**src/rtl/conv_layer_sequencer.sv**
```systemverilog
// conv_layer_sequencer
// Walks a LeNet-style network (C1, S2, C3, S4, C5) one layer at a time. For
// each enabled layer it sweeps the feature-BRAM rows 0..ROWS-1, then waits
// PIPE_LAT cycles for the conv datapath to drain. After that it moves to the
// next enabled layer. When the last enabled layer has drained it gives a
// one-cycle done pulse.
//
// Ports
//   clk         sole clock, rising edge
//   rst         asynchronous reset, active low
//   start       run request, only looked at while idle
//   layer_mask  per-layer enable, bit 0 = C1 .. bit 4 = C5, captured on start
//   hold        stall; freezes sequencing while a run is in progress
//   rd_addr     feature BRAM row address
//   rd_valid    rd_addr is a live read this cycle
//   C1_en..C5_en one-hot layer enables, high through the sweep and the drain
//   layer_idx   current layer 0..4
//   busy        high while sweeping or draining
//   done        one-cycle completion pulse

module conv_layer_sequencer #(
    parameter int ADDR_W   = 6,
    parameter int ROWS_C1  = 32,
    parameter int ROWS_S2  = 28,
    parameter int ROWS_C3  = 14,
    parameter int ROWS_S4  = 10,
    parameter int ROWS_C5  = 5,
    parameter int PIPE_LAT = 2
) (
    input  logic              clk,
    input  logic              rst,
    input  logic              start,
    input  logic [4:0]        layer_mask,
    input  logic              hold,
    output logic [ADDR_W-1:0] rd_addr,
    output logic              rd_valid,
    output logic              C1_en,
    output logic              S2_en,
    output logic              C3_en,
    output logic              S4_en,
    output logic              C5_en,
    output logic [2:0]        layer_idx,
    output logic              busy,
    output logic              done
);

    // The drain counter runs 0..PIPE_LAT-1. It is kept at least one bit wide.
    localparam int CNT_W = (PIPE_LAT < 2) ? 1 : $clog2(PIPE_LAT);
    localparam logic [CNT_W-1:0] CNT_LAST = CNT_W'(PIPE_LAT - 1);

    typedef enum logic [1:0] {
        IDLE  = 2'd0,
        RUN   = 2'd1,
        DRAIN = 2'd2,
        DONE  = 2'd3
    } state_t;

    state_t            state;
    state_t            state_next;
    logic [2:0]        layer_q;
    logic [2:0]        layer_next;
    logic [ADDR_W-1:0] addr_q;
    logic [ADDR_W-1:0] addr_next;
    logic [CNT_W-1:0]  cnt_q;
    logic [CNT_W-1:0]  cnt_next;
    logic [4:0]        mask_q;
    logic [4:0]        mask_next;

    logic [ADDR_W-1:0] row_last;
    logic              first_found;
    logic [2:0]        first_layer;
    logic              next_found;
    logic [2:0]        next_layer;
    logic [4:0]        en_vec;

    // Last row address of the layer currently being swept.
    always_comb begin
        row_last = ADDR_W'(ROWS_C5 - 1);
        case (layer_q)
            3'd0:    row_last = ADDR_W'(ROWS_C1 - 1);
            3'd1:    row_last = ADDR_W'(ROWS_S2 - 1);
            3'd2:    row_last = ADDR_W'(ROWS_C3 - 1);
            3'd3:    row_last = ADDR_W'(ROWS_S4 - 1);
            default: row_last = ADDR_W'(ROWS_C5 - 1);
        endcase
    end

    // Priority search for the lowest enabled layer. first_* searches the live
    // mask so a run can start directly. next_* searches the captured mask for
    // layers above the current one. Skipped layers therefore cost no cycles.
    always_comb begin
        first_found = 1'b0;
        first_layer = 3'd0;
        next_found  = 1'b0;
        next_layer  = 3'd0;
        for (int i = 4; i >= 0; i--) begin
            if (layer_mask[i]) begin
                first_found = 1'b1;
                first_layer = 3'(i);
            end
            if (mask_q[i] && (i > int'(layer_q))) begin
                next_found = 1'b1;
                next_layer = 3'(i);
            end
        end
    end

    // State register. Reset clears everything, including mid-run, so that a
    // fresh start is needed before any further sequencing.
    always_ff @(posedge clk or negedge rst) begin
        if (!rst) begin
            state   <= IDLE;
            layer_q <= 3'd0;
            addr_q  <= '0;
            cnt_q   <= '0;
            mask_q  <= 5'd0;
        end else begin
            state   <= state_next;
            layer_q <= layer_next;
            addr_q  <= addr_next;
            cnt_q   <= cnt_next;
            mask_q  <= mask_next;
        end
    end

    // Next-state logic. hold only matters in RUN and DRAIN, where it freezes
    // the address, the drain count and the layer.
    always_comb begin
        state_next = state;
        layer_next = layer_q;
        addr_next  = addr_q;
        cnt_next   = cnt_q;
        mask_next  = mask_q;
        case (state)
            IDLE: begin
                if (start) begin
                    mask_next = layer_mask;
                    addr_next = '0;
                    cnt_next  = '0;
                    if (first_found) begin
                        state_next = RUN;
                        layer_next = first_layer;
                    end else begin
                        state_next = DONE;
                        layer_next = 3'd0;
                    end
                end
            end
            RUN: begin
                if (!hold) begin
                    if (addr_q == row_last) begin
                        // Leave rd_addr on the last row; it is held through the drain.
                        state_next = DRAIN;
                        cnt_next   = '0;
                    end else begin
                        addr_next = addr_q + 1'b1;
                    end
                end
            end
            DRAIN: begin
                if (!hold) begin
                    if (cnt_q == CNT_LAST) begin
                        cnt_next = '0;
                        if (next_found) begin
                            state_next = RUN;
                            layer_next = next_layer;
                            addr_next  = '0;
                        end else begin
                            state_next = DONE;
                        end
                    end else begin
                        cnt_next = cnt_q + 1'b1;
                    end
                end
            end
            DONE: begin
                state_next = IDLE;
                layer_next = 3'd0;
                addr_next  = '0;
            end
            default: begin
                state_next = IDLE;
            end
        endcase
    end

    // Outputs decode directly from the registers. rd_valid is also gated by
    // hold in the same cycle, so a stalled cycle never issues a read.
    always_comb begin
        busy      = (state == RUN) || (state == DRAIN);
        rd_valid  = (state == RUN) && !hold;
        done      = (state == DONE);
        rd_addr   = addr_q;
        layer_idx = layer_q;
        en_vec    = busy ? (5'b00001 << layer_q) : 5'b00000;
        C1_en     = en_vec[0];
        S2_en     = en_vec[1];
        C3_en     = en_vec[2];
        S4_en     = en_vec[3];
        C5_en     = en_vec[4];
    end

endmodule

```
**config.mk**
```make
export PLATFORM = sky130hd
export DESIGN_NAME = conv_layer_sequencer
export DESIGN_NICKNAME = d
export VERILOG_FILES = /design/src/rtl/conv_layer_sequencer.sv
export SDC_FILE = /design/constraint.sdc
export NUM_CORES = 1
export LEC_CHECK = 0
export ABC_CLOCK_PERIOD_IN_PS = 2300
export BUFFER_PORTS_ARGS = -buffer_cell sky130_fd_sc_hd__buf_2
export CORE_UTILIZATION = 50
export CTS_BUF_LIST = sky130_fd_sc_hd__clkbuf_16
export CTS_CLUSTER_SIZE = 12
export DETAILED_ROUTE_END_ITERATION = 12
export GPL_TIMING_DRIVEN = 0
export PLACE_DENSITY = 0.74
export SLEW_MARGIN = 20
export SYNTH_ARGS = -nofsm -noshare
export SYNTH_HDL_FRONTEND = slang
export SYNTH_SLANG_ARGS = --single-unit
```
**constraint.sdc**
```tcl
create_clock -name clk -period 2.3 [get_ports clk]
set_input_delay 0.46 -clock clk [delete_from_list [all_inputs] [get_ports clk]]
set_output_delay 0.46 -clock clk [all_outputs]
set_load 0.01 [all_outputs]
```
# After elaboration in Yosys (flattened, before gate mapping)
# Cells that the tools add are included.
[op_classes]
addsub = 2
n_mul = 0
div = 0
n_lt_le_gt_ge = 4
eq_ne = 14
shifts = 1
mux = 47
bitwise = 0
reduce_logical = 16
[op_table]
columns = ["op", "n"]
rows = [
  ["$mux 3", 14],
  ["$mux 6", 6],
  ["$pmux 6 s4", 1],
  ["$pmux 5 s4", 1],
  ["$reduce_and 5->1", 3],
  ["$mux 1", 14],
  ["$mux 2", 7],
  ["$ne 2x2->1 const B", 7],
  ["$pmux 3 s3", 1],
  ["$pmux 2 s4", 1],
  ["$add 6x1->6 const B", 1],
  ["$eq 3x2->1 const B", 2],
  ["$eq 6x6->1", 1],
  ["$gt 2x3->1 const A", 2],
  ["$reduce_and 6->1", 1],
  ["$reduce_bool 3->1", 2],
  ["$logic_and 1x1->1", 5],
  ["$mux 5", 1],
  ["$shl 1x3->5 const A", 1],
  ["$eq 2x2->1 const B", 2],
  ["$eq 3x1->1 const B", 1],
  ["$gt 1x3->1 const A", 1],
  ["$gt 3x3->1 const A", 1],
  ["$logic_not 3->1", 1],
  ["other kinds (7)", 7],
]
[word_totals]
register_bits = 17
latchBits = 0
ramBits = 0
mem_bits_ro = 0
inputBits = 9
wordCells = 89
memories = 0

# Depth between registers and ports, before layout
[depth]
ltp_word = 10
mapped_depth = 9
ltp_nobuf = 7

# Worst setup path before layout
# No wires, ideal clock.
[synth_timing]
kind = "flip-flop to flip-flop"
startpoint = "register layer_q[1], in the netlist layer_idx[1]"
endpoint = "register addr_q[3], in the netlist rd_addr[3]"
setup_ns = 0.078
arrival_time_ns = 1.929
required_ns = 2.222
setup_slack_ns = 0.294
path_stages_with_launch = 7
path_buffers = 1
period_less_slack_ns = 2.006
cell_sequence = "dfrtp_1 > buf_6 > or4b_4 > nand3b_4 > o21bai_4 > or4_1 > a21boi_1"
[synth_via]
elab_chain_cells = 8
[synth_rtl]
columns = ["element", "line_no", "text"]
rows = [
  ["from (decl)", "60", "logic [2:0] layer_q;"],
  ["from (signal assigned)", "119", "layer_q <= layer_next;"],
  ["$gt 3x3->1", "101", "if (mask_q[i] && (i > int'(layer_q))) begin"],
  ["$logic_and 1x1->1", "101", ""],
  ["$mux 1 (4 in series)", "101", ""],
  ["$ne 2x2->1 (no line)", "-", ""],
  ["$reduce_and 6->1 (no line) (*)", "-", ""],
  ["to (signal assigned)", "120", "addr_q <= addr_next;"],
  ["to (decl)", "62", "logic [ADDR_W-1:0] addr_q;"],
]
# Every way passes the cells marked *; elsewhere a longest branch is shown, timed or not.
# A chain may end at the register's enable or synchronous reset.

# Final worst setup path
[layout_timing]
startpoint = "register state[0]"
endpoint = "output C1_en"
[layout_via]
elab_chain_cells = 3
[layout_rtl]
columns = ["element", "line_no", "text"]
rows = [
  ["from (decl)", "58", "state_t state;"],
  ["from (signal assigned)", "118", "state <= state_next;"],
  ["$eq 2x1->1 / $eq 2x2->1 (equally long branches)", "190", "busy = (state == RUN) || (state == DRAIN);"],
  ["$logic_or 1x1->1 (*)", "190", ""],
  ["$mux 5 (*)", "195", "en_vec = busy ? (5'b00001 << layer_q) : 5'b00000;"],
  ["to (decl)", "37", "output logic C1_en,"],
]
# Marks and branches as above.

==> reports/results.ini <==
[clock_tree]
cts_sinks=16
cts_max_level=1
clk_latency_ps=250
clk_transition_reported_paths_ps=50
cts_root_buffer=clkbuf_16
cts_made_buffers=3
cts_tree=yes
max-clock-path-buffers=2

[drt]
via_count=1103
wirelength_mm=2.78
wl_per_cell_microns=14.9
drt_first_pass_iters=4
vias_per_cell=5.90
ant_nets=0
drc_errors=0
drt_iter0_markers=24

[yosys]
syn_nets=145
syn_avg_cell_area_sq_um=9.27
yosysSeqAreaShare_pct=33.2
postSynth.asyncResetShare_pct=100
synth_cells=130
netlist_area_sq_mm=0.00120
synth_ff_type=dfrtp_1
synth_edf_count=0
synth.distinct_cells=46
ys_seq_elements=16
ys_warn_count=0

[layout]
final_area_sq_mm=0.00146
synthToLayoutAreaGrowth_pct=20.8
nNetsFinal=175
nFillCells=208
utilization_pct=65.2
drive_gt1_share_pct=30.8
n_antenna_cell=0

[global_route]
grt_pass1_vias=1058
track_usage_pct=24.4
grt_pass1_wl_mm=4.71
grt_max_degree=17
antenna_found_initial=0
overflow=0

[setup_path]
critPathMaxFanout=4
crit_required_ps=1840
path_cells=inv_1 > ha_1 > nor2b_2 > nor3b_1 > buf_2
cpPeakStageDelay_ps=370
critPathKind=register to primary output
startpoint_type=register
cp-end-kind=primary output
worstPathArrival_ps=1740
crit_slowest_cell=dfrtp_1

[sta]
rsz0062_at_grt=false
timing.final.crit_share_pct=95.7
drv_slew=0
tightest_slew_ps=399
fin_crit_ps=2200
hold_viol=0
relSlewSlack_pct=72.7
setup_viol=0
finClkSkew_ps=3.59
holdWs_ps=128
fmax_mhz=454
tns_ps=0

[floorplan]
start_util_pct=53.9
core_sq_mm=0.00223
fp.dieH_microns=51.1
pin_count=26
rows=17
die-area_sq_mm=0.00261
die_x_microns=51.1

[flow_run]
cap_violations=0

[power]
power_density_mw_per_mm2=1360
power_mw=1.97
ir_drop_mv=0.863
leakagePower_nw=0.680

[worst_hold_path]
hold_class=input pin to asynchronous set/reset pin

[place]
hpwl_mm=2.03
dpl_cell_area_sq_mm=0.00137
io_buffers=25
gp_congestion=0.804

[run_status]
outcome=finished, final reports clean

area by class of cell:
cell class / instances / area (sq um) / share of cell area [%]
multi-input cells: 98 / 729 / 50.1
flip-flops and latches: 16 / 400 / 27.5
repair buffers: 25 / 125 / 8.60
clock buffers: 3 / 75.1 / 5.16
plain buffers: 7 / 52.6 / 3.61
well taps: 28 / 35.0 / 2.41
inverters: 9 / 33.8 / 2.32
clock inverters: 1 / 3.75 / 0.258
power breakdown:
part | switching (mW) | leakage (nW) | internal (mW)
clock network | 0.113 | 0.0385 | 0.231
logic | 0.651 | 0.436 | 0.498
registers | 0.0961 | 0.206 | 0.385
cells in the final DEF, fill, tap and decap left out, drive strengths merged, types with 2 or more instances in the layout:
cell | netlist | final
inv | 9 | 9
a2bb2oi | 2 | 2
mux2i | 4 | 4
or3 | 2 | 2
and2b | 2 | 2
nor3 | 2 | 2
ha | 6 | 6
o31ai | 3 | 3
o21ai | 6 | 6
o211ai | 2 | 2
nand2 | 11 | 11
clkbuf | 2 | 5
o21bai | 2 | 2
dfrtp | 16 | 16
nor4 | 5 | 5
buf | 5 | 30
a21boi | 2 | 2
nor3b | 2 | 2
nand3 | 4 | 4
and3 | 2 | 2
nand2b | 5 | 5
a21oi | 6 | 6
mux2 | 3 | 3
nor2b | 2 | 2
nor2 | 7 | 7
or4 | 2 | 2
sequential cells by signal, indices dropped and copies added, names as in the netlist:
register / flops
layer_idx: 3
rd_addr: 6
state: 2
cnt_q: 1
mask_q: 4
metal layers:
metal / part of all wire (%) / global-route usage [%]
met1: 42 / 28.3
met2: 51 / 45.6
met3: 4.6 / 2.68
met4: 2.8 / 8.33
met5: 0 / 0
kinds of logic (layout without fill, tap and decap cells):
group,count (synthesis),after routing,synth area share (%)
DFF,16,16,33.2
muxes,7,7,6.13
adders and majority gates,6,6,6.23
AOI/OAI and AO/OA,31,31,18.8
buffers and inverters,16,45,7.16
xor gates and xnor gates,1,1,0.727
and+or+nand+nor,53,53,27.7
through the flow:
stage | cells | worst slack (ps)
5_1_grt | 187 | 4.60
6_report | 187 | 97.8
2_1_floorplan | 130 | 294
3_3_place_gp | 183 | 267
3_5_place_dp | 183 | 204
4_1_cts | 187 | 113
synth_stat cells (2+ instances only):
cell       number  share of area [%]
inv_1           9                2.8
o211ai_1        2                1.2
o31ai_1         3                1.9
buf_6           2                1.9
and3_2          2                1.2
o21ai_0         6                2.5
mux2_2          3                2.8
nor3b_1         2                1.2
nor2b_1         2                1.0
clkbuf_1        2               0.62
a21oi_1         6                2.5
nor4_1          4                2.1
or4_1           2                1.2
a2bb2oi_1       2                1.5
nand2b_1        4                2.1
nor3_1          2               0.83
buf_4           3                1.9
a21boi_1        2                1.2
nor2_1          7                2.2
ha_1            6                6.2
nand3_1         4                1.7
or3_1           2                1.0
and2b_2         2                1.5
mux2i_1         4                3.3
nand2_1        11                3.4
dfrtp_1        16                 33
final timing paths:
check | from | endpoint | slack (ps) | cells after the start
worst max register to register | layer_idx[2]$_DFFE_PN0P_ | state[0]$_DFFE_PN0P_ | 210 | 7
worst min-delay path | rst | layer_idx[1]$_DFFE_PN0P_ | 130 | 1
worst max-delay path | state[0]$_DFFE_PN0P_ | C1_en | 100 | 5
min in group clk | layer_mask[3] | mask_q[3]$_DFFE_PN0P_ | 490 | 2
max in group asynchronous | rst | mask_q[2]$_DFFE_PN0P_ | 1890 | 1
worst min register to register | mask_q[2]$_DFFE_PN0P_ | mask_q[2]$_DFFE_PN0P_ | 510 | 2
worst max-delay path, delay by kind of cell (launching register included):
kind | cells | cell delay (ps)
AND/OR/NAND/NOR | 2 | 490
flip-flops | 1 | 370
adder cells (fa/ha/maj) | 1 | 360
buffers and inverters | 2 | 280
timing repair:
action	4_1_cts	5_1_grt
setup endpoints to repair	0	2
hold buffers	0	0
resized for setup	0	2
setup buffers	0	0
No activity file was read; power rests on OpenSTA's default activity.
